**src/rtl/mc_ctrl_fsm.sv**
```systemverilog
// mc_ctrl_fsm
// Multi-cycle sequencer for an RV32I datapath subset (LUI, R-type, I-arith,
// LW, SW, branches, JAL, JALR). Each instruction walks FETCH -> DECODE ->
// EXEC [-> MEM] [-> WB] over a single shared memory port whose latency is
// variable. Per-state enables drive the PC, IR, register file and memory.
// Retired instructions are counted. The controller halts in TRAP on an
// illegal opcode or on a memory request left unanswered for too long.
//
// Parameters
//   TIMEOUT    consecutive unanswered request cycles that raise a timeout (>= 2)
//   CNT_W      width of the retired-instruction counter
//
// Ports
//   clk        rising-edge clock
//   rstn       synchronous reset, active low
//   run        start/continue fetching, looked at only in FETCH
//   op         IR[6:0]
//   funct3     IR[14:12]
//   zero       branch condition from the ALU, 1 = taken
//   mem_ready  memory finishes the outstanding request this cycle
//   mem_req    memory request valid
//   mem_we     request is a write
//   addr_sel   memory address source: 0 = PC, 1 = ALU result
//   ir_we      load the instruction register
//   reg_we     register file write
//   wd_sel     write data: 00 = ALU, 01 = memory, 10 = PC+4
//   pc_we      PC update (also marks a retired instruction)
//   npc_op     next PC: 000 = +4, 001 = branch, 010 = jal, 100 = jalr
//   state      0 FETCH, 1 DECODE, 2 EXEC, 3 MEM, 4 WB, 5 TRAP
//   trap       controller halted in TRAP
//   trap_cause 01 = illegal instruction, 10 = memory timeout, 00 = none
//   instr_cnt  retired-instruction count, wraps
module mc_ctrl_fsm #(
  parameter int TIMEOUT = 16,
  parameter int CNT_W   = 32
) (
  input  logic             clk,
  input  logic             rstn,
  input  logic             run,
  input  logic [6:0]       op,
  input  logic [2:0]       funct3,
  input  logic             zero,
  input  logic             mem_ready,
  output logic             mem_req,
  output logic             mem_we,
  output logic             addr_sel,
  output logic             ir_we,
  output logic             reg_we,
  output logic [1:0]       wd_sel,
  output logic             pc_we,
  output logic [2:0]       npc_op,
  output logic [2:0]       state,
  output logic             trap,
  output logic [1:0]       trap_cause,
  output logic [CNT_W-1:0] instr_cnt
);

  // Wide enough to hold TIMEOUT itself, so the increment never overflows.
  localparam int WAIT_W = $clog2(TIMEOUT + 1);
  localparam logic [WAIT_W-1:0] WAIT_LIMIT = WAIT_W'(TIMEOUT);

  typedef enum logic [2:0] {
    ST_FETCH  = 3'd0,
    ST_DECODE = 3'd1,
    ST_EXEC   = 3'd2,
    ST_MEM    = 3'd3,
    ST_WB     = 3'd4,
    ST_TRAP   = 3'd5
  } state_t;

  typedef enum logic [3:0] {
    CL_LUI  = 4'd0,
    CL_R    = 4'd1,
    CL_I    = 4'd2,
    CL_LW   = 4'd3,
    CL_SW   = 4'd4,
    CL_BR   = 4'd5,
    CL_JAL  = 4'd6,
    CL_JALR = 4'd7,
    CL_ILL  = 4'd8
  } iclass_t;

  // Map opcode/funct3 onto the supported instruction classes.
  function automatic iclass_t classify(input logic [6:0] op_v, input logic [2:0] f3_v);
    iclass_t c;
    case (op_v)
      7'b0110111: c = CL_LUI;
      7'b0110011: c = CL_R;
      7'b0010011: c = CL_I;
      7'b0000011: begin
        if (f3_v == 3'b010) c = CL_LW;
        else                c = CL_ILL;
      end
      7'b0100011: begin
        if (f3_v == 3'b010) c = CL_SW;
        else                c = CL_ILL;
      end
      7'b1100011: c = CL_BR;
      7'b1101111: c = CL_JAL;
      7'b1100111: begin
        if (f3_v == 3'b000) c = CL_JALR;
        else                c = CL_ILL;
      end
      default:    c = CL_ILL;
    endcase
    return c;
  endfunction

  state_t           state_r;
  state_t           next_state_s;
  iclass_t          class_r;
  iclass_t          class_next_s;
  iclass_t          dec_class_s;
  logic [WAIT_W-1:0] wait_cnt_r;
  logic [WAIT_W-1:0] wait_next_s;
  logic [WAIT_W-1:0] wait_inc_s;
  logic [1:0]       cause_r;
  logic [1:0]       cause_next_s;
  logic [CNT_W-1:0] cnt_r;

  logic             mem_req_s;
  logic             mem_we_s;
  logic             addr_sel_s;
  logic             ir_we_s;
  logic             reg_we_s;
  logic [1:0]       wd_sel_s;
  logic             pc_we_s;
  logic [2:0]       npc_op_s;
  logic             trap_s;

  assign dec_class_s = classify(op, funct3);
  assign wait_inc_s  = wait_cnt_r + WAIT_W'(1);

  // Next-state, bookkeeping and raw enable decode for the current state.
  always_comb begin
    next_state_s = state_r;
    class_next_s = class_r;
    cause_next_s = cause_r;
    // The wait counter clears unless a stalled request explicitly extends it.
    wait_next_s  = '0;
    mem_req_s    = 1'b0;
    mem_we_s     = 1'b0;
    addr_sel_s   = 1'b0;
    ir_we_s      = 1'b0;
    reg_we_s     = 1'b0;
    wd_sel_s     = 2'b00;
    pc_we_s      = 1'b0;
    npc_op_s     = 3'b000;
    trap_s       = 1'b0;

    case (state_r)
      ST_FETCH: begin
        if (run) begin
          mem_req_s = 1'b1;
          if (mem_ready) begin
            // A completion on the last allowed cycle still counts.
            ir_we_s      = 1'b1;
            next_state_s = ST_DECODE;
          end else if (wait_inc_s == WAIT_LIMIT) begin
            cause_next_s = 2'b10;
            next_state_s = ST_TRAP;
          end else begin
            wait_next_s = wait_inc_s;
          end
        end else begin
          next_state_s = ST_FETCH;
        end
      end

      ST_DECODE: begin
        class_next_s = dec_class_s;
        if (dec_class_s == CL_ILL) begin
          cause_next_s = 2'b01;
          next_state_s = ST_TRAP;
        end else begin
          next_state_s = ST_EXEC;
        end
      end

      ST_EXEC: begin
        case (class_r)
          CL_LUI, CL_R, CL_I: next_state_s = ST_WB;
          CL_LW, CL_SW:       next_state_s = ST_MEM;
          CL_BR: begin
            pc_we_s = 1'b1;
            if (zero) npc_op_s = 3'b001;
            else      npc_op_s = 3'b000;
            next_state_s = ST_FETCH;
          end
          CL_JAL: begin
            reg_we_s     = 1'b1;
            wd_sel_s     = 2'b10;
            pc_we_s      = 1'b1;
            npc_op_s     = 3'b010;
            next_state_s = ST_FETCH;
          end
          CL_JALR: begin
            reg_we_s     = 1'b1;
            wd_sel_s     = 2'b10;
            pc_we_s      = 1'b1;
            npc_op_s     = 3'b100;
            next_state_s = ST_FETCH;
          end
          default: begin
            // A corrupted class register is treated as an illegal instruction.
            cause_next_s = 2'b01;
            next_state_s = ST_TRAP;
          end
        endcase
      end

      ST_MEM: begin
        mem_req_s  = 1'b1;
        addr_sel_s = 1'b1;
        mem_we_s   = (class_r == CL_SW);
        if (mem_ready) begin
          if (class_r == CL_SW) begin
            pc_we_s      = 1'b1;
            npc_op_s     = 3'b000;
            next_state_s = ST_FETCH;
          end else begin
            next_state_s = ST_WB;
          end
        end else if (wait_inc_s == WAIT_LIMIT) begin
          cause_next_s = 2'b10;
          next_state_s = ST_TRAP;
        end else begin
          wait_next_s = wait_inc_s;
        end
      end

      ST_WB: begin
        reg_we_s = 1'b1;
        if (class_r == CL_LW) wd_sel_s = 2'b01;
        else                  wd_sel_s = 2'b00;
        pc_we_s      = 1'b1;
        npc_op_s     = 3'b000;
        next_state_s = ST_FETCH;
      end

      ST_TRAP: begin
        trap_s       = 1'b1;
        next_state_s = ST_TRAP;
      end

      default: begin
        // Unreachable encodings park the controller.
        next_state_s = ST_TRAP;
      end
    endcase
  end

  // State, class, wait counter, trap cause and retired-instruction counter.
  always_ff @(posedge clk) begin
    if (!rstn) begin
      state_r    <= ST_FETCH;
      class_r    <= CL_ILL;
      wait_cnt_r <= '0;
      cause_r    <= 2'b00;
      cnt_r      <= '0;
    end else begin
      state_r    <= next_state_s;
      class_r    <= class_next_s;
      wait_cnt_r <= wait_next_s;
      cause_r    <= cause_next_s;
      if (pc_we_s) cnt_r <= cnt_r + CNT_W'(1);
      else         cnt_r <= cnt_r;
    end
  end

  // Enables are held low while reset is asserted so an aborted
  // instruction cannot write anything on the reset edge.
  assign mem_req    = rstn & mem_req_s;
  assign mem_we     = rstn & mem_we_s;
  assign addr_sel   = rstn & addr_sel_s;
  assign ir_we      = rstn & ir_we_s;
  assign reg_we     = rstn & reg_we_s;
  assign wd_sel     = rstn ? wd_sel_s : 2'b00;
  assign pc_we      = rstn & pc_we_s;
  assign npc_op     = rstn ? npc_op_s : 3'b000;
  assign trap       = rstn & trap_s;
  assign state      = state_r;
  assign trap_cause = cause_r;
  assign instr_cnt  = cnt_r;

endmodule

```
**config.mk**
```make
export PLATFORM = sky130hd
export DESIGN_NAME = mc_ctrl_fsm
export DESIGN_NICKNAME = d
export VERILOG_FILES = /design/src/rtl/mc_ctrl_fsm.sv
export SDC_FILE = /design/constraint.sdc
export NUM_CORES = 1
export LEC_CHECK = 0
export ABC_AREA = 1
export ABC_CLOCK_PERIOD_IN_PS = 2100
export BUFFER_PORTS_ARGS = -buffer_cell sky130_fd_sc_hd__buf_2
export CORE_MARGIN = 2
export CORE_UTILIZATION = 46
export DETAILED_ROUTE_END_ITERATION = 10
export PLACE_DENSITY = 0.69
export RECOVER_POWER = 100
export SYNTH_ARGS = -nofsm -noshare
export SYNTH_HDL_FRONTEND = slang
export SYNTH_SLANG_ARGS = --single-unit
```
**constraint.sdc**
```tcl
create_clock -name clk -period 2.1 [get_ports clk]
set_input_delay 0.63 -clock clk [delete_from_list [all_inputs] [get_ports clk]]
set_output_delay 0.63 -clock clk [all_outputs]
set_load 0.01 [all_outputs]
```
==> insert_results.sql, run 1 <==
INSERT INTO impl_metrics (metric_group, metric, value, unit) VALUES
('cells_and_area', 'n_fill_cell', '636', ''),
('drt', 'drc_errors', '0', ''),
('cells_and_area', 'design.final.nets', '565', ''),
('floorplanning', 'fp.dieW', '83.99', 'um'),
('timing', 'max_freq', '491.2', 'MHz'),
('yosys', 'yosysWarningCount', '0', ''),
('timing', 'finalHoldViolations', '0', ''),
('drt', 'routed_wire_length_per_instance', '12.51', 'um'),
('grt', 'grt_pass1_wl', '13080', 'um'),
('critical_path', 'worst_ep_required_time', '1.47', 'ns'),
('floorplanning', 'top_level_ports', '64', ''),
('floorplanning', 'fp.dieArea', '7053', 'um^2'),
('floorplanning', 'coreArea', '6277', 'um^2'),
('placed_design', 'gp_congestion', '0.9117', ''),
('critical_path', 'crit_path_max_fanout', '5', ''),
('timing', 'final.period_utilization', '96.94', '%'),
('timing', 'setup_violations', '0', ''),
('clock_network', 'clk-insertion-delay-late', '0.30', 'ns'),
('grt', 'gr-total-overflow', '0', ''),
('drt', 'viasPerCell', '5.209', ''),
('worst_hold_path', 'hold_path.startpoint', 'trap_cause[1]', ''),
('floorplanning', 'floorplan.rows', '29', ''),
('clock_network', 'tritoncts.num_buffers', '5', ''),
('drt', 'dr.first_iter.drc_count', '170', ''),
('critical_path', 'critPathBufInv', '3', ''),
('yosys', 'avgSynthCellArea', '6.288', 'um^2'),
('drt', 'detail_route.wirelength', '7831', 'um'),
('timing', 'worstMarginPinSlew', '0.4432', 'ns'),
('pwr', 'ratio_of_total_power_to_cell_area', '503.7', 'nW/um^2'),
('timing', 'period_needed', '2.036', 'ns'),
('floorplanning', 'initial_core_util', '46.88', '%'),
('outcome', 'run_status', 'complete, no violations', ''),
('yosys', 'register_area_share_after_synthesis', '31.29', '%'),
('yosys', 'post_synth_num_cell_types', '39', ''),
('timing', 'timing.max_slew.rel_slack', '70.18', '%'),
('critical_path', 'critical_path_arrival', '1.41', 'ns'),
('cells_and_area', 'area_growth_syn_to_layout', '22.32', '%'),
('clock_network', 'cts_max_path_buffers', '2', ''),
('critical_path', 'end_of_the_worst_register_to_register_path', 'instr_cnt[18]', ''),
('clock_network', 'clock-sinks', '46', ''),
('floorplanning', 'die_height', '83.99', 'um'),
('drt', 'first_pass_iters', '6', ''),
('clock_network', 'post_cts_hold_buffer_count', '0', ''),
('timing', 'final.setup.tns', '0', 'ns'),
('timing', 'unrepaired_setup_endpoints_after_global_routing', 'true', ''),
('grt', 'groute.usage.overall', '22.35', '%'),
('yosys', 'top_cell_type_s_share_of_synthesized_area', '31.29', '%'),
('timing', 'fin_skew', '0.01444', 'ns'),
('worst_hold_path', 'min_path_cells', '2', ''),
('yosys', 'postSynthNetCount', '485', ''),
('worst_hold_path', 'worst_hold_path_type', 'reg -> reg', ''),
('placed_design', 'detailed_placement_wirelength_estimate', '5863', 'um'),
('job', 'max_cap_viol_count', '0', ''),
('yosys', 'synth_seq_cells', '46', ''),
('yosys', 'synth_area', '2943', 'um^2'),
('yosys', 'yosys-top-cells-area', 'dfxtp_1 31%, nand2_1 17%, nor2_1 7.4%, inv_1 6.3%, a21oi_1 5.8%', ''),
('grt', 'vias_in_the_first_global_route', '2831', ''),
('critical_path', 'timing.critical_path.max_delay_family', 'flip-flops', ''),
('critical_path', 'cpMaxStageDelayCell', 'dfxtp_4', ''),
('pwr', 'p_total', '0.001813', 'W'),
('critical_path', 'criticalPathCategory', 'reg -> out', ''),
('clock_network', 'cts_root_buffer', 'clkbuf_8', ''),
('critical_path', 'r2r_cell_count', '8', ''),
('worst_hold_path', 'whs_endpoint', 'trap_cause[1]', ''),
('cells_and_area', 'final_cell_mix', '137 x nand2_1, 55 x nor2_1, 46 x inv_1, 43 x buf_2, 40 x dfxtp_1', ''),
('clock_network', 'worst_setup_hold_path_clk_slew', '0.08', 'ns'),
('cells_and_area', 'antenna_cells_inserted', '0', ''),
('pwr', 'cellLeakagePower', '1.486', 'nW'),
('yosys', 'netlist.top_cell.by_area', 'dfxtp_1', ''),
('grt', 'antenna_found_initial', '0', ''),
('grt', 'grt_max_degree', '29', '');
-- metal layers --
metal  track usage (%)  routed length, um  up-vias
li1                  -                  -     1681
met1             30.53               3663     1468
met2             36.95               3641      103
met3             3.561                419        9
met4             5.425                107        0
met5                 0                  0        -
-- area by class of cell --
cell class / count / area, um^2 / area share, %
multi-input cells: 357 / 1797 / 49.91
flip-flops and latches: 46 / 933.4 / 25.93
repair buffers: 82 / 451.7 / 12.55
inverters: 56 / 215.2 / 5.978
well taps: 77 / 96.34 / 2.676
clock buffers: 7 / 76.32 / 2.120
clock inverters: 1 / 30.03 / 0.8342
-- state kept, by name, summed over array words and instances (netlist names) --
register / count
class_r: 4
instr_cnt: 32
state: 3
trap_cause: 2
wait_cnt_r: 5
-- timing repair --
action	4_1_cts	5_1_grt
pin swaps	6	3
endpoints found under the setup margin	5	8
resized for setup	10	18
hold endpoints to repair	0	0
buffers inserted	9	2
-- synth_stat cells, drive strengths merged --
master / count
buf: 6
and3: 1
ha: 2
o211ai: 1
o31ai: 1
dfxtp: 46
o21bai: 1
and3b: 1
nor2: 62
inv: 56
o21ai: 22
a221oi: 1
a21oi: 35
nand2: 144
a31oi: 3
clkbuf: 3
nor4: 2
nand4: 9
xor2: 6
nand3b: 6
nor3: 24
xnor2: 5
a41oi: 1
o221ai: 1
nand3: 29
-- how the worst max path moves through the flow --
stage | start | endpoint | slack [ns] | depth (start not counted)
floorplan | state[1] | npc_op[1] | 0.07 | 6
global placement | mem_ready | instr_cnt[14] | 0.16 | 9
detailed placement | state[0] | reg_we | 0.1 | 8
CTS | class_r[0] | wd_sel[0] | 0.002 | 5
global route | class_r[0] | wd_sel[0] | -0.03 | 5
finish | state[1] | mem_req | 0.06 | 7
-- kinds of logic after synthesis --
group / Yosys count / share of synthesized area [%]
flip-flops: 46 / 31.29
AO/OA/AOI/OAI: 66 / 12.46
AND/OR/NAND/NOR: 278 / 42.90
buffers and inverters: 65 / 9.226
adder cells (fa/ha/maj): 2 / 0.8502
XOR/XNOR: 11 / 3.274
-- report_power, final --
part           switching, W  internal (W)  total, W
Sequential        0.0000209      0.000891  0.000912
Combinational      0.000158     0.0000821  0.000241
Clock              0.000304      0.000357  0.000661
Total              0.000484       0.00133   0.00181
-- tightest hold or removal path: cells and delay by family (launching register included) --
family           cells  cell delay (ns)
flip-flops           1             0.32
AND/OR/NAND/NOR      1             0.06
AO/OA/AOI/OAI        1             0.05
-- stage by stage --
| step | cells | cell area [um^2] | util, % | setup WS [ns] |
|---|---|---|---|---|
| global placement | 607 | 3353 | 53.42 | 0.1565 |
| detailed placement | 607 | 3353 | 53.42 | 0.09934 |
| finish | 626 | 3600 | 57.35 | 0.06426 |
| CTS | 624 | 3556 | 56.65 | 0.002357 |
| global route | 626 | 3600 | 57.35 | -0.03269 |
| floorplan | 468 | 2943 | - | 0.07394 |
Power figures use the tool's default switching activity.
==> inputs of run 2 (changes only) <==
--- a/config.mk
+++ b/config.mk
@@ -6,7 +6,7 @@
 export NUM_CORES = 1
 export LEC_CHECK = 0
 export ABC_AREA = 1
-export ABC_CLOCK_PERIOD_IN_PS = 2100
+export ABC_CLOCK_PERIOD_IN_PS = 2500
 export BUFFER_PORTS_ARGS = -buffer_cell sky130_fd_sc_hd__buf_2
 export CORE_MARGIN = 2
 export CORE_UTILIZATION = 46
==> constraint.sdc (replaced) <==
create_clock -name clk -period 2.5 [get_ports clk]
set_input_delay 0.75 -clock clk [delete_from_list [all_inputs] [get_ports clk]]
set_output_delay 0.75 -clock clk [all_outputs]
set_load 0.01 [all_outputs]
==> insert_results.sql, run 2 (synthesized netlist as in run 1, its figures left out) <==
INSERT INTO impl_metrics (metric_group, metric, value, unit) VALUES
('grt', 'grt_pass1_wl', '12590', 'um'),
('cells_and_area', 'area.sequential', '922.1', 'um^2'),
('grt', 'grt_most_used_layer', 'met2', ''),
('critical_path', 'critical_path.startpoint', 'state[2]', ''),
('drt', 'detail_route.wirelength', '7538', 'um'),
('drt', 'first_pass_iters', '5', ''),
('clock_network', 'tritoncts', 'built', ''),
('pwr', 'power.share.clock', '33.7', '%'),
('cells_and_area', 'antenna_cells_inserted', '0', ''),
('timing', 'final_max_slew_viol_count', '0', ''),
('timing', 'finalWorstSetupSlack', '0.1458', 'ns'),
('timing', 'final.setup.tns', '0', 'ns'),
('cells_and_area', 'leading_cell_type_in_the_layout_fill_and_taps_excluded', 'nand2_1', ''),
('placed_design', 'gp_congestion', '0.8820', ''),
('timing', 'setup_violations', '0', ''),
('pwr', 'p_sw_share', '27.28', '%'),
('clock_network', 'cts_max_path_buffers', '2', ''),
('pwr', 'cellLeakagePower', '1.269', 'nW'),
('critical_path', 'type_of_origin_of_the_critical_path', 'register', ''),
('cells_and_area', 'multi_input_comb_area', '1710', 'um^2'),
('job', 'max_cap_viol_count', '0', ''),
('timing', 'period_needed', '2.354', 'ns'),
('critical_path', 'r2r_start', 'state[2]', ''),
('floorplanning', 'floorplan.rows', '29', ''),
('grt', 'groute.usage.overall', '21.30', '%'),
('drt', 'drc_errors', '0', ''),
('floorplanning', 'top_level_ports', '64', ''),
('drt', 'routed_wire_length_per_instance', '12.32', 'um'),
('outcome', 'run_status', 'complete, no violations', ''),
('timing', 'finalHoldViolations', '0', ''),
('grt', 'grtUsageMet3', '3.264', '%'),
('critical_path', 'end_of_the_worst_register_to_register_path', 'instr_cnt[14]', ''),
('critical_path', 'endpoint', 'npc_op[1]', ''),
('worst_hold_path', 'worst_hold_path_type', 'reg -> reg', ''),
('clock_network', 'worst_setup_hold_path_clk_slew', '0.08', 'ns'),
('clock_network', 'htree_levels', '2', ''),
('placed_design', 'placement.setup.worst_slack', '0.2688', 'ns'),
('critical_path', 'setup.reg_to_reg.worst_slack', '0.30', 'ns'),
('grt', 'globalRouteMet2Util', '34.84', '%'),
('grt', 'antenna_found_initial', '0', ''),
('floorplanning', 'fp.dieArea', '7053', 'um^2'),
('timing', 'timing.hold.ws', '0.4697', 'ns'),
('critical_path', 'critical_path_arrival', '1.60', 'ns'),
('cells_and_area', 'area_growth_syn_to_layout', '13.01', '%'),
('timing', 'max_freq', '424.8', 'MHz'),
('floorplanning', 'initial_core_util', '46.88', '%'),
('critical_path', 'r2r_cell_count', '10', ''),
('placed_design', 'detailed_placement_wirelength_estimate', '5817', 'um'),
('timing', 'unrepaired_setup_endpoints_after_global_routing', 'false', ''),
('floorplanning', 'fp.dieW', '83.99', 'um'),
('cells_and_area', 'final_cell_mix', '140 x nand2_1, 59 x nor2_1, 48 x inv_1, 45 x dfxtp_1, 43 x clkbuf_1', ''),
('timing', 'timing.max_slew.rel_slack', '61.44', '%'),
('floorplanning', 'die_height', '83.99', 'um'),
('grt', 'vias_in_the_first_global_route', '2788', ''),
('critical_path', 'worstSetupEndpointType', 'output port', ''),
('pwr', 'seqPwrFrac', '54.6', '%'),
('cells_and_area', 'n_fill_cell', '703', ''),
('pwr', 'vdd.ir_drop.worst', '0.0002391', 'V'),
('pwr', 'intPower', '0.001021', 'W'),
('cells_and_area', 'layout-drive-gt1-share', '10.47', '%'),
('drt', 'antenna_left', '0', ''),
('grt', 'gr-total-overflow', '0', ''),
('pwr', 'power_switching', '0.0003830', 'W'),
('critical_path', 'crit_path_max_fanout', '7', ''),
('drt', 'vias_after_detailed_routing', '3172', ''),
('clock_network', 'tritoncts.num_buffers', '5', ''),
('pwr', 'p_total', '0.001404', 'W'),
('pwr', 'ratio_of_total_power_to_cell_area', '422.2', 'nW/um^2'),
('clock_network', 'cts_root_buffer', 'clkbuf_8', ''),
('drt', 'dr.first_iter.drc_count', '156', ''),
('grt', 'grt_max_degree', '29', ''),
('cells_and_area', 'largest_reg_flops', '32', ''),
('clock_network', 'clock-sinks', '46', ''),
('critical_path', 'worst_ep_required_time', '1.75', 'ns'),
('cells_and_area', 'design.final.nets', '551', ''),
('critical_path', 'criticalPathCategory', 'reg -> out', ''),
('timing', 'fin_skew', '0.007681', 'ns'),
('pwr', 'power.share.combinational', '11.7', '%'),
('floorplanning', 'coreArea', '6277', 'um^2'),
('drt', 'viasPerCell', '5.183', ''),
('clock_network', 'clk-insertion-delay-late', '0.30', 'ns'),
('timing', 'final.period_utilization', '94.17', '%'),
('placed_design', 'port-buffer-count', '63', ''),
('timing', 'worstMarginPinSlew', '0.5740', 'ns'),
('grt', 'met1_usage', '29.38', '%');
==> run 2: changes by cell type in the layout (fill, tap and decap cells not counted), moves of 4 or more <==
cell	delta
nor2_1	+4
buf_4	-15
clkbuf_2	+5
dfxtp_1	+5
buf_2	-25
clkbuf_1	+23
==> run 2: stage by stage <==
step / area (um^2) / instances / util, %
after floorplan: 2943 / 468 / -
after global placement: 3323 / 603 / 52.94
after detailed placement: 3323 / 603 / 52.94
after CTS: 3415 / 611 / 54.40
after global routing: 3326 / 612 / 52.98
final: 3326 / 612 / 52.98
==> run 2: power groups by stage <==
stage               Clock, W  Combinational [W]  Sequential [W]
floorplan                  0           0.000122        0.000782
global placement           0           0.000167        0.000782
detailed placement         0           0.000170        0.000783
CTS                 0.000488           0.000170        0.000766
global route        0.000514           0.000187        0.000769
finish              0.000473           0.000165        0.000766
==> run 2: how the worst min path moves through the flow <==
stage / cells past startpoint / endpoint / from
floorplan: 1 / wait_cnt_r[0] / wait_cnt_r[0]
global placement: 1 / wait_cnt_r[0] / wait_cnt_r[0]
detailed placement: 1 / wait_cnt_r[0] / wait_cnt_r[0]
CTS: 1 / wait_cnt_r[0] / wait_cnt_r[0]
global route: 1 / wait_cnt_r[0] / wait_cnt_r[0]
finish: 1 / wait_cnt_r[0] / wait_cnt_r[0]
==> run 2: layout make-up <==
| class | count | area share [%] |
|---|---|---|
| inverters | 56 | 6.321 |
| repair buffers | 68 | 8.879 |
| well taps | 77 | 2.897 |
| flip-flops and latches | 46 | 27.73 |
| multi-input cells | 357 | 51.43 |
| clock buffers | 7 | 2.596 |
| clock inverters | 1 | 0.1505 |
==> run 2: per-layer routing <==
layer	part of all wire, %	vias up
met5	0	-
met4	1.3	0
met3	4.8	8
met2	46	89
met1	48	1423
li1	-	1652
==> run 2: worst max-delay path, cell delays in order, from the launching register on <==
cell      delay (ns)
dfxtp_1         0.38
inv_2           0.11
nand3_2         0.10
inv_2           0.10
nand3_1         0.11
nor3_2          0.15
inv_1           0.10
nor2_1          0.10
clkbuf_1        0.15
==> run 2: timing repair <==
action                     in CTS  in global routing
setup endpoints to repair       0                  3
setup buffers                   0                  1
hold buffers                    0                  0
gates resized for setup         0                  3
==> inputs of run 3 (changes only) <==
--- a/config.mk
+++ b/config.mk
@@ -8,7 +8,7 @@
 export ABC_AREA = 1
 export ABC_CLOCK_PERIOD_IN_PS = 2500
 export BUFFER_PORTS_ARGS = -buffer_cell sky130_fd_sc_hd__buf_2
-export CORE_MARGIN = 2
+export CORE_MARGIN = 1
 export CORE_UTILIZATION = 46
 export DETAILED_ROUTE_END_ITERATION = 10
 export PLACE_DENSITY = 0.69
==> constraint.sdc (replaced) <==
create_clock -name clk -period 2.5 [get_ports clk]
set_input_delay 0.5 -clock clk [delete_from_list [all_inputs] [get_ports clk]]
set_output_delay 0.5 -clock clk [all_outputs]
set_load 0.01 [all_outputs]
==> insert_results.sql, run 3 (synthesized netlist as in run 1, its figures left out) <==
INSERT INTO impl_metrics (metric_group, metric, value, unit) VALUES
('outcome', 'run_status', 'complete, no violations', ''),
('timing', 'period_needed', '2.288', 'ns'),
('floorplanning', 'fp.dieW', '81.99', 'um'),
('grt', 'grt_pass1_wl', '12250', 'um'),
('drt', 'antenna_left', '0', ''),
('cells_and_area', 'final_design_area_excluding_fillers', '3352', 'um^2'),
('pwr', 'vdd.ir_drop.worst', '0.0003101', 'V'),
('timing', 'final.period_utilization', '91.51', '%'),
('job', 'max_cap_viol_count', '0', ''),
('placed_design', 'gp_congestion', '0.9281', ''),
('clock_network', 'clk-insertion-delay-late', '0.30', 'ns'),
('cells_and_area', 'area_growth_syn_to_layout', '13.90', '%'),
('drt', 'first_pass_iters', '4', ''),
('clock_network', 'ctsResizeCount', '0', ''),
('critical_path', 'critPathBufInv', '3', ''),
('critical_path', 'timing.critical_path.max_delay_family', 'simple AND/OR/NAND/NOR gates', ''),
('drt', 'drc_errors', '0', ''),
('cells_and_area', 'antenna_cells_inserted', '0', ''),
('cells_and_area', 'area.sequential', '920.9', 'um^2'),
('critical_path', 'critical_path_arrival', '1.79', 'ns'),
('drt', 'detail_route.wirelength', '7592', 'um'),
('critical_path', 'crit_path_max_fanout', '9', ''),
('timing', 'max_freq', '437.1', 'MHz'),
('timing', 'final_max_slew_viol_count', '0', ''),
('clock_network', 'tritoncts', 'built', ''),
('critical_path', 'worst_ep_required_time', '2.00', 'ns'),
('timing', 'timing.hold.ws', '0.4646', 'ns'),
('placed_design', 'port-buffer-count', '63', ''),
('drt', 'vias_after_detailed_routing', '3153', ''),
('timing', 'finalWorstSetupSlack', '0.2122', 'ns'),
('grt', 'grt_max_degree', '22', ''),
('drt', 'viasPerCell', '5.177', ''),
('floorplanning', 'coreArea', '6061', 'um^2'),
('grt', 'antenna_found_initial', '0', ''),
('critical_path', 'cpMaxStageDelayCell', 'dfxtp_1', ''),
('timing', 'setup_violations', '0', ''),
('floorplanning', 'die_height', '81.99', 'um'),
('floorplanning', 'fp.dieArea', '6722', 'um^2'),
('drt', 'dr.first_iter.drc_count', '191', ''),
('cells_and_area', 'n_fill_cell', '665', ''),
('floorplanning', 'floorplan.rows', '28', ''),
('timing', 'unrepaired_setup_endpoints_after_global_routing', 'false', ''),
('critical_path', 'type_of_origin_of_the_critical_path', 'register', ''),
('pwr', 'cellLeakagePower', '1.294', 'nW'),
('placed_design', 'place_inst', '601', ''),
('clock_network', 'htree_levels', '2', ''),
('clock_network', 'worst_setup_hold_path_clk_slew', '0.09', 'ns'),
('clock_network', 'cts_max_path_buffers', '2', ''),
('grt', 'groute.usage.overall', '23.67', '%'),
('grt', 'gr-total-overflow', '0', ''),
('drt', 'routed_wire_length_per_instance', '12.47', 'um'),
('timing', 'fin_skew', '0.009266', 'ns'),
('critical_path', 'crit_path_max_incr_delay', '0.38', 'ns'),
('cells_and_area', 'final_cell_mix', '140 x nand2_1, 59 x nor2_1, 51 x inv_1, 46 x dfxtp_1, 45 x clkbuf_1', ''),
('placed_design', 'placement.setup.worst_slack', '0.6526', 'ns'),
('critical_path', 'criticalPathCategory', 'reg -> out', ''),
('critical_path', 'crit_chain', 'inv_2 > nand3_1 > nor2_2 > nand2_1 > nand3_1 > nand2_1 > inv_1 > clkbuf_1', ''),
('timing', 'timing.max_slew.rel_slack', '60.11', '%'),
('cells_and_area', 'largest_reg_flops', '32', ''),
('clock_network', 'tritoncts.num_buffers', '5', ''),
('floorplanning', 'top_level_ports', '64', ''),
('cells_and_area', 'multi_input_comb_area', '1698', 'um^2'),
('clock_network', 'cts_post_setup_buffers_inserted', '0', ''),
('grt', 'vias_in_the_first_global_route', '2669', ''),
('timing', 'final.setup.tns', '0', 'ns'),
('pwr', 'ratio_of_total_power_to_cell_area', '481.6', 'nW/um^2'),
('cells_and_area', 'layout-drive-gt1-share', '8.989', '%'),
('timing', 'finalHoldViolations', '0', ''),
('floorplanning', 'initial_core_util', '48.55', '%'),
('clock_network', 'clock-sinks', '46', ''),
('clock_network', 'cts_root_buffer', 'clkbuf_8', ''),
('cells_and_area', 'final_cells', '609', ''),
('critical_path', 'worstSetupEndpointType', 'output port', ''),
('cells_and_area', 'design.final.nets', '550', ''),
('placed_design', 'placedInstanceArea', '3321', 'um^2'),
('timing', 'worstMarginPinSlew', '0.5978', 'ns'),
('clock_network', 'post_cts_hold_buffer_count', '0', ''),
('worst_hold_path', 'worst_hold_path_type', 'reg -> reg', ''),
('cells_and_area', 'leading_cell_type_in_the_layout_fill_and_taps_excluded', 'nand2_1', ''),
('placed_design', 'detailed_placement_wirelength_estimate', '5882', 'um');
[run 3: cell types whose count changed in the layout (fill, tap and decap cells not counted), moves of 2 or more]
cell       previous run  this run
bufinv_16             0         2
clkbuf_1             43        45
clkbuf_2              5         1
inv_1                48        51
inv_2                 8         5
[run 3: metal layers]
layer  track usage (%)  vias up  share of wire [%]
met5                 0        -                  0
met4             7.018        0                1.9
met3             3.778       11                4.1
met2             36.61       75                 43
met1             33.47     1423                 51
li1                  -     1644                  -
[run 3: final timing paths]
path            startpoint       endpoint  slack [ns]  cells past startpoint
max               state[2]          pc_we        0.21                      8
min          trap_cause[1]  trap_cause[1]        0.46                      2
max reg2reg       state[2]  instr_cnt[11]        0.22                     11
min reg2reg  trap_cause[1]  trap_cause[1]        0.46                      2
[run 3: report_power, final]
part | total (W) | internal, W | switching (W)
registers | 0.000764 | 0.000747 | 0.0000166
clock network | 0.000688 | 0.000427 | 0.000261
logic | 0.000162 | 0.0000480 | 0.000114
[run 3: worst min-delay path, delay by kind of cell, from the launching register on]
family,cells,cell delay [ns]
simple gates,1,0.06
flops,1,0.31
compound gates,1,0.05
[run 3: layout make-up]
class	count	area share (%)
sequential	46	27.47
timing repair buffer	67	8.548
clock inverter	2	1.792
clock buffer	6	2.464
inverter	56	6.271
multi-input combinational	357	50.65
tap	75	2.800
[run 3: metrics by stage]
| step | utilization (%) | total power, W |
|---|---|---|
| 4_1_cts | 57.14 | 0.001634 |
| 5_1_grt | 55.31 | 0.001674 |
| 3_3_place_gp | 54.79 | 0.0009509 |
| 3_5_place_dp | 54.79 | 0.0009524 |
| 6_report | 55.31 | 0.001614 |
| 2_1_floorplan | - | 0.0009040 |
